## config.mk

```make
export PLATFORM = sky130hd
export DESIGN_NAME = stump_seq_alu_flat
export DESIGN_NICKNAME = d
export VERILOG_FILES = /design/src/rtl/stump_seq_alu_if.sv /design/src/rtl/stump_seq_alu.sv /design/src/flat_wrapper.sv
export SDC_FILE = /design/constraint.sdc
export NUM_CORES = 1
export LEC_CHECK = 0
export BUFFER_PORTS_ARGS = -buffer_cell sky130_fd_sc_hd__buf_4
export CAP_MARGIN = 10
export CELL_PAD_IN_SITES_DETAIL_PLACEMENT = 0
export CELL_PAD_IN_SITES_GLOBAL_PLACEMENT = 2
export CORE_MARGIN = 5
export CORE_UTILIZATION = 30
export CTS_CLUSTER_DIAMETER = 80
export DETAILED_ROUTE_END_ITERATION = 7
export GPL_ROUTABILITY_DRIVEN = 0
export HOLD_SLACK_MARGIN = 0.08
export PLACE_DENSITY = 0.93
export SLEW_MARGIN = 5
export SYNTH_ARGS = -nofsm -noshare
export SYNTH_HDL_FRONTEND = slang
export SYNTH_SLANG_ARGS = --single-unit
```

## constraint.sdc

```tcl
create_clock -name clk -period 1.8 [get_ports clk]
set_clock_uncertainty 0.1 [all_clocks]
set_input_delay 0.09 -clock clk [delete_from_list [all_inputs] [get_ports clk]]
set_output_delay 0.09 -clock clk [all_outputs]
set_load 0.02 [all_outputs]
```

## src/rtl/stump_seq_alu_if.sv

```systemverilog
// stump_seq_alu_if
//   Bundles the request and response signals between the Stump datapath
//   control and the sequential ALU.
//   master : drives start, func, operand_A, operand_B, c_in, csh
//            and observes busy, done, result, flags_out, flags_we
//   slave  : the ALU side (mirror of master)
//   Parameter WIDTH sets the operand/result width (4..32).
interface stump_seq_alu_if #(parameter int WIDTH = 16);
   logic             start;
   logic [2:0]       func;
   logic [WIDTH-1:0] operand_A;
   logic [WIDTH-1:0] operand_B;
   logic             c_in;
   logic             csh;
   logic             busy;
   logic             done;
   logic [WIDTH-1:0] result;
   logic [3:0]       flags_out;
   logic             flags_we;

   modport master (
      output start, func, operand_A, operand_B, c_in, csh,
      input  busy, done, result, flags_out, flags_we
   );

   modport slave (
      input  start, func, operand_A, operand_B, c_in, csh,
      output busy, done, result, flags_out, flags_we
   );
endinterface

```

## src/rtl/stump_seq_alu.sv

```systemverilog
// stump_seq_alu
//   Registered Stump ALU with a start/done handshake. Single-cycle ops
//   complete one edge after acceptance; the optional shift-and-add
//   multiplier (compiled in when STUMP_ALU_MUL_EN is defined) takes
//   WIDTH further edges and holds busy while it runs.
//   Ports:
//     clk  : rising-edge clock
//     rst  : asynchronous active-high reset
//     bus  : stump_seq_alu_if.slave (start/func/operands/carries in,
//            busy/done/result/flags_out/flags_we out, all registered)
//   Flags are {N,Z,V,C}. func 110 is MUL with STUMP_ALU_MUL_EN, LDST otherwise.
module stump_seq_alu #(
   parameter int WIDTH = 16
) (
   input logic           clk,
   input logic           rst,
   stump_seq_alu_if.slave bus
);

   localparam logic [2:0] F_ADD = 3'b000;
   localparam logic [2:0] F_ADC = 3'b001;
   localparam logic [2:0] F_SUB = 3'b010;
   localparam logic [2:0] F_SBC = 3'b011;
   localparam logic [2:0] F_AND = 3'b100;
   localparam logic [2:0] F_OR  = 3'b101;
   localparam logic [2:0] F_F6  = 3'b110;
   localparam logic [2:0] F_BCC = 3'b111;

`ifdef STUMP_ALU_MUL_EN
   localparam int CW = $clog2(WIDTH + 1);
   localparam logic [CW-1:0] CNT_INIT = CW'(WIDTH);
   localparam logic [CW-1:0] CNT_ONE  = CW'(1);
   typedef enum logic [1:0] {S_IDLE = 2'b00, S_DONE = 2'b01, S_MUL = 2'b10} state_t;
`else
   typedef enum logic [1:0] {S_IDLE = 2'b00, S_DONE = 2'b01} state_t;
`endif

   // Packs {N,Z,V,C} for a result
   function automatic logic [3:0] nzvc(input logic [WIDTH-1:0] r, input logic v, input logic c);
      return {r[WIDTH-1], (r == {WIDTH{1'b0}}), v, c};
   endfunction

   state_t           state_r, state_nx;
   logic             done_r, done_nx;
   logic             busy_nx;
   logic [WIDTH-1:0] result_r;
   logic [3:0]       flags_r;
   logic             flags_we_r;

   logic             accept_s;
   logic             is_mul_s;
   logic [WIDTH-1:0] b_op_s;
   logic             cin_s;
   logic [WIDTH:0]   sum_s;
   logic             arith_v_s;
   logic [WIDTH-1:0] op_res_s;
   logic [3:0]       op_flags_s;
   logic             op_we_s;

   // Only IDLE and DONE can take a new request; MUL ignores start
   assign accept_s = bus.start && ((state_r == S_IDLE) || (state_r == S_DONE));

`ifdef STUMP_ALU_MUL_EN
   logic             busy_r;
   logic [WIDTH-1:0] mcand_r;
   logic [WIDTH-1:0] acc_r;
   logic [WIDTH-1:0] mq_r;
   logic [CW-1:0]    count_r;
   logic [WIDTH:0]   step_sum_s;
   logic [WIDTH-1:0] acc_step_s;
   logic [WIDTH-1:0] mq_step_s;
   logic [3:0]       mul_flags_s;
   logic             last_step_s;

   assign is_mul_s    = (bus.func == F_F6);
   assign last_step_s = (state_r == S_MUL) && (count_r == CNT_ONE);

   // One shift-add step: {acc,mq} holds the partial product, mq's LSB selects the add
   always_comb begin
      step_sum_s  = {1'b0, acc_r} + (mq_r[0] ? {1'b0, mcand_r} : {(WIDTH+1){1'b0}});
      acc_step_s  = step_sum_s[WIDTH:1];
      mq_step_s   = {step_sum_s[0], mq_r[WIDTH-1:1]};
      mul_flags_s = nzvc(mq_step_s, (acc_step_s != {WIDTH{1'b0}}), 1'b0);
   end

   // Multiplier operand latch, partial product and step counter
   always_ff @(posedge clk or posedge rst) begin
      if (rst) begin
         mcand_r <= {WIDTH{1'b0}};
         acc_r   <= {WIDTH{1'b0}};
         mq_r    <= {WIDTH{1'b0}};
         count_r <= {CW{1'b0}};
      end else if (accept_s && is_mul_s) begin
         mcand_r <= bus.operand_A;
         acc_r   <= {WIDTH{1'b0}};
         mq_r    <= bus.operand_B;
         count_r <= CNT_INIT;
      end else if (state_r == S_MUL) begin
         acc_r   <= acc_step_s;
         mq_r    <= mq_step_s;
         count_r <= count_r - CNT_ONE;
      end else begin
         count_r <= count_r;
      end
   end

   assign bus.busy = busy_r;
`else
   assign is_mul_s = 1'b0;
   assign bus.busy = 1'b0;
`endif

   // Adder operand/carry selection; B is inverted for the subtract forms
   always_comb begin
      b_op_s = bus.operand_B;
      cin_s  = 1'b0;
      case (bus.func)
         F_ADD:   begin b_op_s = bus.operand_B;  cin_s = 1'b0;     end
         F_ADC:   begin b_op_s = bus.operand_B;  cin_s = bus.c_in; end
         F_SUB:   begin b_op_s = ~bus.operand_B; cin_s = 1'b1;     end
         F_SBC:   begin b_op_s = ~bus.operand_B; cin_s = bus.c_in; end
         default: begin b_op_s = bus.operand_B;  cin_s = 1'b0;     end
      endcase
      sum_s     = {1'b0, bus.operand_A} + {1'b0, b_op_s} + {{WIDTH{1'b0}}, cin_s};
      arith_v_s = (bus.operand_A[WIDTH-1] == b_op_s[WIDTH-1]) &&
                  (sum_s[WIDTH-1] != bus.operand_A[WIDTH-1]);
   end

   // Single-cycle result/flags; pass-through ops re-present the held flags
   always_comb begin
      op_res_s   = bus.operand_B;
      op_flags_s = flags_r;
      op_we_s    = 1'b0;
      case (bus.func)
         F_ADD, F_ADC, F_SUB, F_SBC: begin
            op_res_s   = sum_s[WIDTH-1:0];
            op_flags_s = nzvc(sum_s[WIDTH-1:0], arith_v_s, sum_s[WIDTH]);
            op_we_s    = 1'b1;
         end
         F_AND: begin
            op_res_s   = bus.operand_A & bus.operand_B;
            op_flags_s = nzvc(bus.operand_A & bus.operand_B, 1'b0, bus.csh);
            op_we_s    = 1'b1;
         end
         F_OR: begin
            op_res_s   = bus.operand_A | bus.operand_B;
            op_flags_s = nzvc(bus.operand_A | bus.operand_B, 1'b0, bus.csh);
            op_we_s    = 1'b1;
         end
         F_F6:    op_res_s = bus.operand_B;
         F_BCC:   op_res_s = bus.operand_A;
         default: op_res_s = bus.operand_B;
      endcase
   end

   // State register plus registered handshake outputs
   always_ff @(posedge clk or posedge rst) begin
      if (rst) begin
         state_r <= S_IDLE;
         done_r  <= 1'b0;
`ifdef STUMP_ALU_MUL_EN
         busy_r  <= 1'b0;
`endif
      end else begin
         state_r <= state_nx;
         done_r  <= done_nx;
`ifdef STUMP_ALU_MUL_EN
         busy_r  <= busy_nx;
`endif
      end
   end

   // Next-state logic
   always_comb begin
      state_nx = state_r;
      case (state_r)
         S_IDLE, S_DONE: begin
            if (bus.start) begin
               state_nx = is_mul_s ? state_t'(2'b10) : S_DONE;
            end else begin
               state_nx = S_IDLE;
            end
         end
`ifdef STUMP_ALU_MUL_EN
         S_MUL: begin
            if (count_r == CNT_ONE) begin
               state_nx = S_DONE;
            end else begin
               state_nx = S_MUL;
            end
         end
`endif
         default: state_nx = S_IDLE;
      endcase
   end

   // Handshake outputs decoded from the upcoming state, registered above
   always_comb begin
      done_nx = (state_nx == S_DONE);
      busy_nx = (state_nx != S_IDLE) && (state_nx != S_DONE);
   end

   // Result/flags registers change only on the edge that raises done
   always_ff @(posedge clk or posedge rst) begin
      if (rst) begin
         result_r   <= {WIDTH{1'b0}};
         flags_r    <= 4'b0000;
         flags_we_r <= 1'b0;
      end else if (accept_s && !is_mul_s) begin
         result_r   <= op_res_s;
         flags_r    <= op_flags_s;
         flags_we_r <= op_we_s;
`ifdef STUMP_ALU_MUL_EN
      end else if (last_step_s) begin
         result_r   <= mq_step_s;
         flags_r    <= mul_flags_s;
         flags_we_r <= 1'b1;
`endif
      end else begin
         flags_we_r <= 1'b0;
      end
   end

   assign bus.done      = done_r;
   assign bus.result    = result_r;
   assign bus.flags_out = flags_r;
   assign bus.flags_we  = flags_we_r;

endmodule

```

## src/flat_wrapper.sv

```systemverilog
// flat-port wrapper written by rule: the top's interface ports become plain ports
module stump_seq_alu_flat 
#(
   parameter int WIDTH = 16
)
  (clk, rst, bus_start, bus_func, bus_operand_A, bus_operand_B, bus_c_in, bus_csh, bus_busy, bus_done, bus_result, bus_flags_out, bus_flags_we);
  stump_seq_alu_if #(.WIDTH(WIDTH)) bus_i ();
  input logic clk;
  input logic rst;
  input wire logic [$bits(bus_i.start)-1:0] bus_start;
  input wire logic [$bits(bus_i.func)-1:0] bus_func;
  input wire logic [$bits(bus_i.operand_A)-1:0] bus_operand_A;
  input wire logic [$bits(bus_i.operand_B)-1:0] bus_operand_B;
  input wire logic [$bits(bus_i.c_in)-1:0] bus_c_in;
  input wire logic [$bits(bus_i.csh)-1:0] bus_csh;
  output wire logic [$bits(bus_i.busy)-1:0] bus_busy;
  output wire logic [$bits(bus_i.done)-1:0] bus_done;
  output wire logic [$bits(bus_i.result)-1:0] bus_result;
  output wire logic [$bits(bus_i.flags_out)-1:0] bus_flags_out;
  output wire logic [$bits(bus_i.flags_we)-1:0] bus_flags_we;
  assign bus_i.start = bus_start;
  assign bus_i.func = bus_func;
  assign bus_i.operand_A = bus_operand_A;
  assign bus_i.operand_B = bus_operand_B;
  assign bus_i.c_in = bus_c_in;
  assign bus_i.csh = bus_csh;
  assign bus_busy = bus_i.busy;
  assign bus_done = bus_i.done;
  assign bus_result = bus_i.result;
  assign bus_flags_out = bus_i.flags_out;
  assign bus_flags_we = bus_i.flags_we;
  stump_seq_alu #(.WIDTH(WIDTH)) u_core (.clk(clk), .rst(rst), .bus(bus_i));
endmodule
```

======== Yosys cells after proc, flatten, opt, wreduce, memory -nomap -nowiden ========
Cells that the tools add are included.
cells by class
  reductions and logical operators ........ 15
  $add $sub $neg .......................... 2
  multiplexer cells ....................... 8
  bitwise operators ....................... 3
  equality and inequality tests ........... 11
operators with widths
  operator                                       number
  case mux 16 bit (5 select lines)               1
  zero test 16 bit                               3
  adder 16 x 16 -> 17 bit                        1
  adder 17 x 1 -> 17 bit                         1
  AND 16 bit                                     1
  two-way mux 16 bit                             1
  NOT 16 bit                                     1
  bitwise OR 16 bit                              1
  == test 3 bit, second input constant           4
  case mux 4 bit (3 select lines)                1
  == test 3 x 2 -> 1 bit, second input constant  2
  OR reduction 2 bit                             3
  OR reduction 6 bit                             1
  two-way mux 1 bit                              4
  OR reduction 4 bit                             1
  == test 3 x 1 -> 1 bit, second input constant  1
  zero test 3 bit                                1
  nonzero test 3 bit                             1
  == test 1 bit, second input constant           2
  logical AND 1 bit                              2
  zero test 2 bit                                1
  case mux 1 bit (2 select lines)                1
  AND reduction 2 bit                            1
  == test 1 bit                                  1
  2 further kinds                                2
storage, ports and cells
  flip-flop bits (word level) ............. 23
  word-level logic and storage cells ...... 44
  input bits .............................. 40
  output and inout port bits .............. 23

======== Logic depth before layout (Yosys ltp) ========
  depth after elaboration ................. 8
  depth in mapped cells ................... 15
  gate-level depth less buffers ........... 14

======== Least setup slack after synthesis ========
OpenSTA, ideal clock, no wires.
  path kind ............................... input to register
  from .................................... in bus_func[1]
  to ...................................... reg u_core.result_r[14] (netlist: u_core.bus.result[14])
  setup time .............................. 0.119 ns
  path buffers ............................ 2
  data arrival time ....................... 3.147 ns
  stages .................................. 15
  setup slack ............................. -1.565 ns
  data required time ...................... 1.581 ns
  path through ............................ clkbuf_1 nand2_1 clkbuf_1 xnor2_1 fa_1 inv_1 fa_1 nor2b_1 o31ai_2 a211oi_1 o31a_1 o21ai_1 nor3b_1 o311ai_1 o21a_1
between the ends
  cells in the longest elaborated chain, start to end .. 6
  elaborated cells on any way between the ends .. 16
  those cells by class .................... add/sub: 2; eq/ne: 7; mux: 3; reduce/logical: 4
ends and longest elaborated chain
  item                                RTL line                                    source
  from (decl)                         flat_wrapper.sv:11                          input wire logic [$bits(bus_i.func)-1:0] bus_func;
  == test 3 x 2 -> 1 bit              stump_seq_alu.sv:117, stump_seq_alu.sv:134
  OR reduction 2 bit (no line)        --
  two-way mux 16 bit                  --
  adder 16 x 16 -> 17 bit             stump_seq_alu.sv:124                        sum_s = {1'b0, bus.operand_A} + {1'b0, b_op_s} + {{WIDTH{1'b0}}, cin_s};
  adder 17 x 1 -> 17 bit              stump_seq_alu.sv:124
  case mux 16 bit (5 select lines) *  stump_seq_alu.sv:134                        case (bus.func)
  to (signal assigned)                stump_seq_alu.sv:206                        result_r <= {WIDTH{1'b0}};
  to (signal assigned)                stump_seq_alu.sv:210                        result_r <= op_res_s;
  to (decl)                           stump_seq_alu.sv:46                         logic [WIDTH-1:0] result_r;
Mark *: on every way between the ends. The rest lies on a longest branch, timed or not.
A chain may end at the register's enable or synchronous reset.

======== Final worst setup path ========
  from .................................... in bus_func[2]
  to ...................................... reg u_core.result_r[14] (netlist: u_core.bus.result[14])
The elaborated chain is that of the path after synthesis.

==> impl_metrics.ini <==
[cts]
cts_tree = built
clockRootBuffer = clkbuf_8
cts.sinks = 22
cts_made_buffers = 3
clk_latency_ps = 270
clk_pin_slew_ps = 90
cts_max_path_buffers = 2
cts_max_level = 1

[synth]
synth_compound_area_share_pct = 30.9
synth_simple_gate_area_share_pct = 17.5
synth_adder_area_share_pct = 9.61
synth_edf_count = 0
netlist_area_mm2 = 0.00237
ys.flop_type = dfrtp_1
yosys.cell_types.count = 54
syn_area_per_cell_um2 = 7.74
synth_fp_nets = 363
synth_seq_cells = 22
synth_xor_xnor_area_share_pct = 10.3
async_reset_ff_share_pct = 100
synth_cells = 306
synth.area.mux_share_pct = 3.85
ys_seq_area_share_pct = 23.2
synth_top_family_by_area = compound AO/OA/AOI/OAI gates
yosys_warnings = 0

[sta]
min_period_ps = 2510
slew_viol_final = 0
hold_violations = 0
fin_ws_ps = -712
rsz0062_at_grt = true
max_freq_ghz = 0.398
setup_viol = 18
finalCritPeriodShare_pct = 140

[critical_path]
cp-end-kind = flip-flop
crit-reg2reg-launch = u_core.bus.flags_out[2]$_DFFE_PP0P_
required_ps = 1860
rrSetupSlack_ps = 160
cp-start-kind = primary input
critPathMaxFanout = 4
rr_endpoint = u_core.bus.flags_out[2]$_DFFE_PP0P_
crit_type = primary input to flip-flop
r2r_cells = 6
worstPathArrival_ps = 2580

[detailed_routing]
routed_wl_um = 9160
vias = 2994
dr.pass1.iters = 7
drc = 0
post_drt_wl_per_cell_um = 16.5
vias_per_cell = 5.40
antenna_left = 0
drtIter0Drc = 233

[global_route]
grt_overflow = 0
grt_max_degree = 36
grtUsageTotal_pct = 18.9
antenna_found_initial = 0
grt_pass1_vias = 3086
grt_first_pass_wirelength_um = 15200

[power]
seqPwrFrac_pct = 22.4
irDropWorstVdd_v = 0.000369
power.share.switching_pct = 38.6
p_per_area_mw_per_mm2 = 703
p_sw_uw = 1080
p_leak_uw = 0.00182
clockPowerShare_pct = 16.9
combPwrFrac_pct = 60.7
p_total_uw = 2810
intPower_uw = 1730

[finish]
area_growth_pct = 68.9
drive_gt1_share_pct = 44.9
layout_common_cells = buf_4 (148), a21oi_1 (48), nor2_1 (34), dfrtp_1 (22), o21ai_0 (17)
final_common_cell = buf_4
utilization_pct = 51.8
n_antenna_cell = 0
nets = 510

[outcome]
violations = setup timing
status = complete, but fails checks

[placement]
place_ws_ps = -1160
dp_hpwl_um = 7240
io_buffers = 61

[floorplanning]
die_w_um = 98.9
rows = 32
die_area_mm2 = 0.00978
ios = 63
die_h_um = 98.9
start_util_pct = 30.7
core_area_mm2 = 0.00773

[flow_run]
cap_violations = 0

[min_path]
worstHoldStart = bus_operand_A[15]
hold_path_end = u_core.bus.flags_out[1]$_DFFE_PP0P_
min_path_cells = 3
hold_path.class = primary input to flip-flop
[critical path, cell delays in order]
cell,delay [ps]
buf_6,100
clkinvlp_4,100
nand2_8,80
xnor2_4,130
fa_2,410
inv_2,70
fa_2,230
nor2b_4,50
o31ai_4,250
a211oi_2,130
o31a_1,290
o21ai_2,180
nor3b_2,210
o311ai_1,120
o21a_1,130
[layer usage]
layer | global-route usage (%) | vias up | wire length (µm)
li1 | - | 1423 | -
met1 | 24.4 | 1415 | 3730
met2 | 32.7 | 132 | 4640
met3 | 2.19 | 24 | 556
met4 | 5.99 | 0 | 234
met5 | 0 | - | 0
[cell type report]
cell class / count / area (µm²)
sequential: 22 / 551
clock buffer: 3 / 41.3
inverter: 12 / 48.8
multi-input combinational: 258 / 2000
timing repair buffer: 156 / 1210
tap: 102 / 128
fill: 722 / 3720
clock inverter: 1 / 30.0
[worst max-delay path by stage]
| stage | from | end | slack, ps | cells past startpoint |
|---|---|---|---|---|
| 2_1_floorplan | bus_func[1] | u_core.bus.result[14]$_DFFE_PP0P_ | -910 | 15 |
| 3_3_place_gp | bus_func[2] | u_core.bus.flags_out[2]$_DFFE_PP0P_ | -1110 | 15 |
| 3_5_place_dp | bus_func[2] | u_core.bus.flags_out[2]$_DFFE_PP0P_ | -1160 | 15 |
| 4_1_cts | bus_func[2] | u_core.bus.result[14]$_DFFE_PP0P_ | -730 | 15 |
| 5_1_grt | bus_func[2] | u_core.bus.result[14]$_DFFE_PP0P_ | -860 | 15 |
| 6_report | bus_func[2] | u_core.bus.result[14]$_DFFE_PP0P_ | -710 | 15 |
[power by group through the flow]
stage	registers (µW)	logic, µW	clock network (µW)
4_1_cts	631	1660	475
3_3_place_gp	640	1470	0
6_report	630	1710	475
3_5_place_dp	640	1490	0
2_1_floorplan	739	683	0
5_1_grt	643	1840	493
[kinds of logic after synthesis]
group | after synthesis
buffers and inverters | 26
adders and majority gates | 17
and+or+nand+nor | 88
other | 1
AOI/OAI and AO/OA | 115
xor gates and xnor gates | 28
muxes | 9
DFF | 22
[flip-flops by register name (all words and copies together) (netlist names)]
name                  cells
u_core.state_r            1
u_core.bus.result        16
u_core.bus.flags_out      4
u_core.bus.flags_we       1
[synthesized netlist by cell type (3+ instances only)]
library cell	number	area [µm²]
nor2_1	35	131
nand2_1	18	67.6
a21oi_1	51	255
nand4_1	5	31.3
a21o_1	5	37.5
mux2i_1	8	80.1
dfrtp_1	22	551
o21ai_0	18	90.1
xor2_1	9	78.8
a22o_1	3	26.3
nor3_1	8	40.0
clkbuf_1	11	41.3
nor4_1	9	56.3
xnor2_1	19	166
a22oi_1	4	30.0
ha_1	15	188
inv_1	12	45.0
o21a_1	3	22.5
[through the flow]
step	std cells	setup TNS, ps	cell area [µm²]	hold WS (ps)
after floorplan	306	-9920	2490	-20.8
after global placement	539	-13620	3620	48.6
after detailed placement	539	-14520	3620	47.0
after CTS	551	-8350	3940	95.9
after global routing	554	-10730	4000	105
final	554	-8440	4000	101
[what timing repair did]
item | CTS | global route
setup buffers | 7 | 3
endpoints found under the setup margin | 17 | 18
cloned | 0 | 0
hold buffers | 2 | 0
pin swaps | 25 | 9
resized for setup | 32 | 8
hold endpoints to repair | 23 | 0
(Power assumes the default switching activity.)
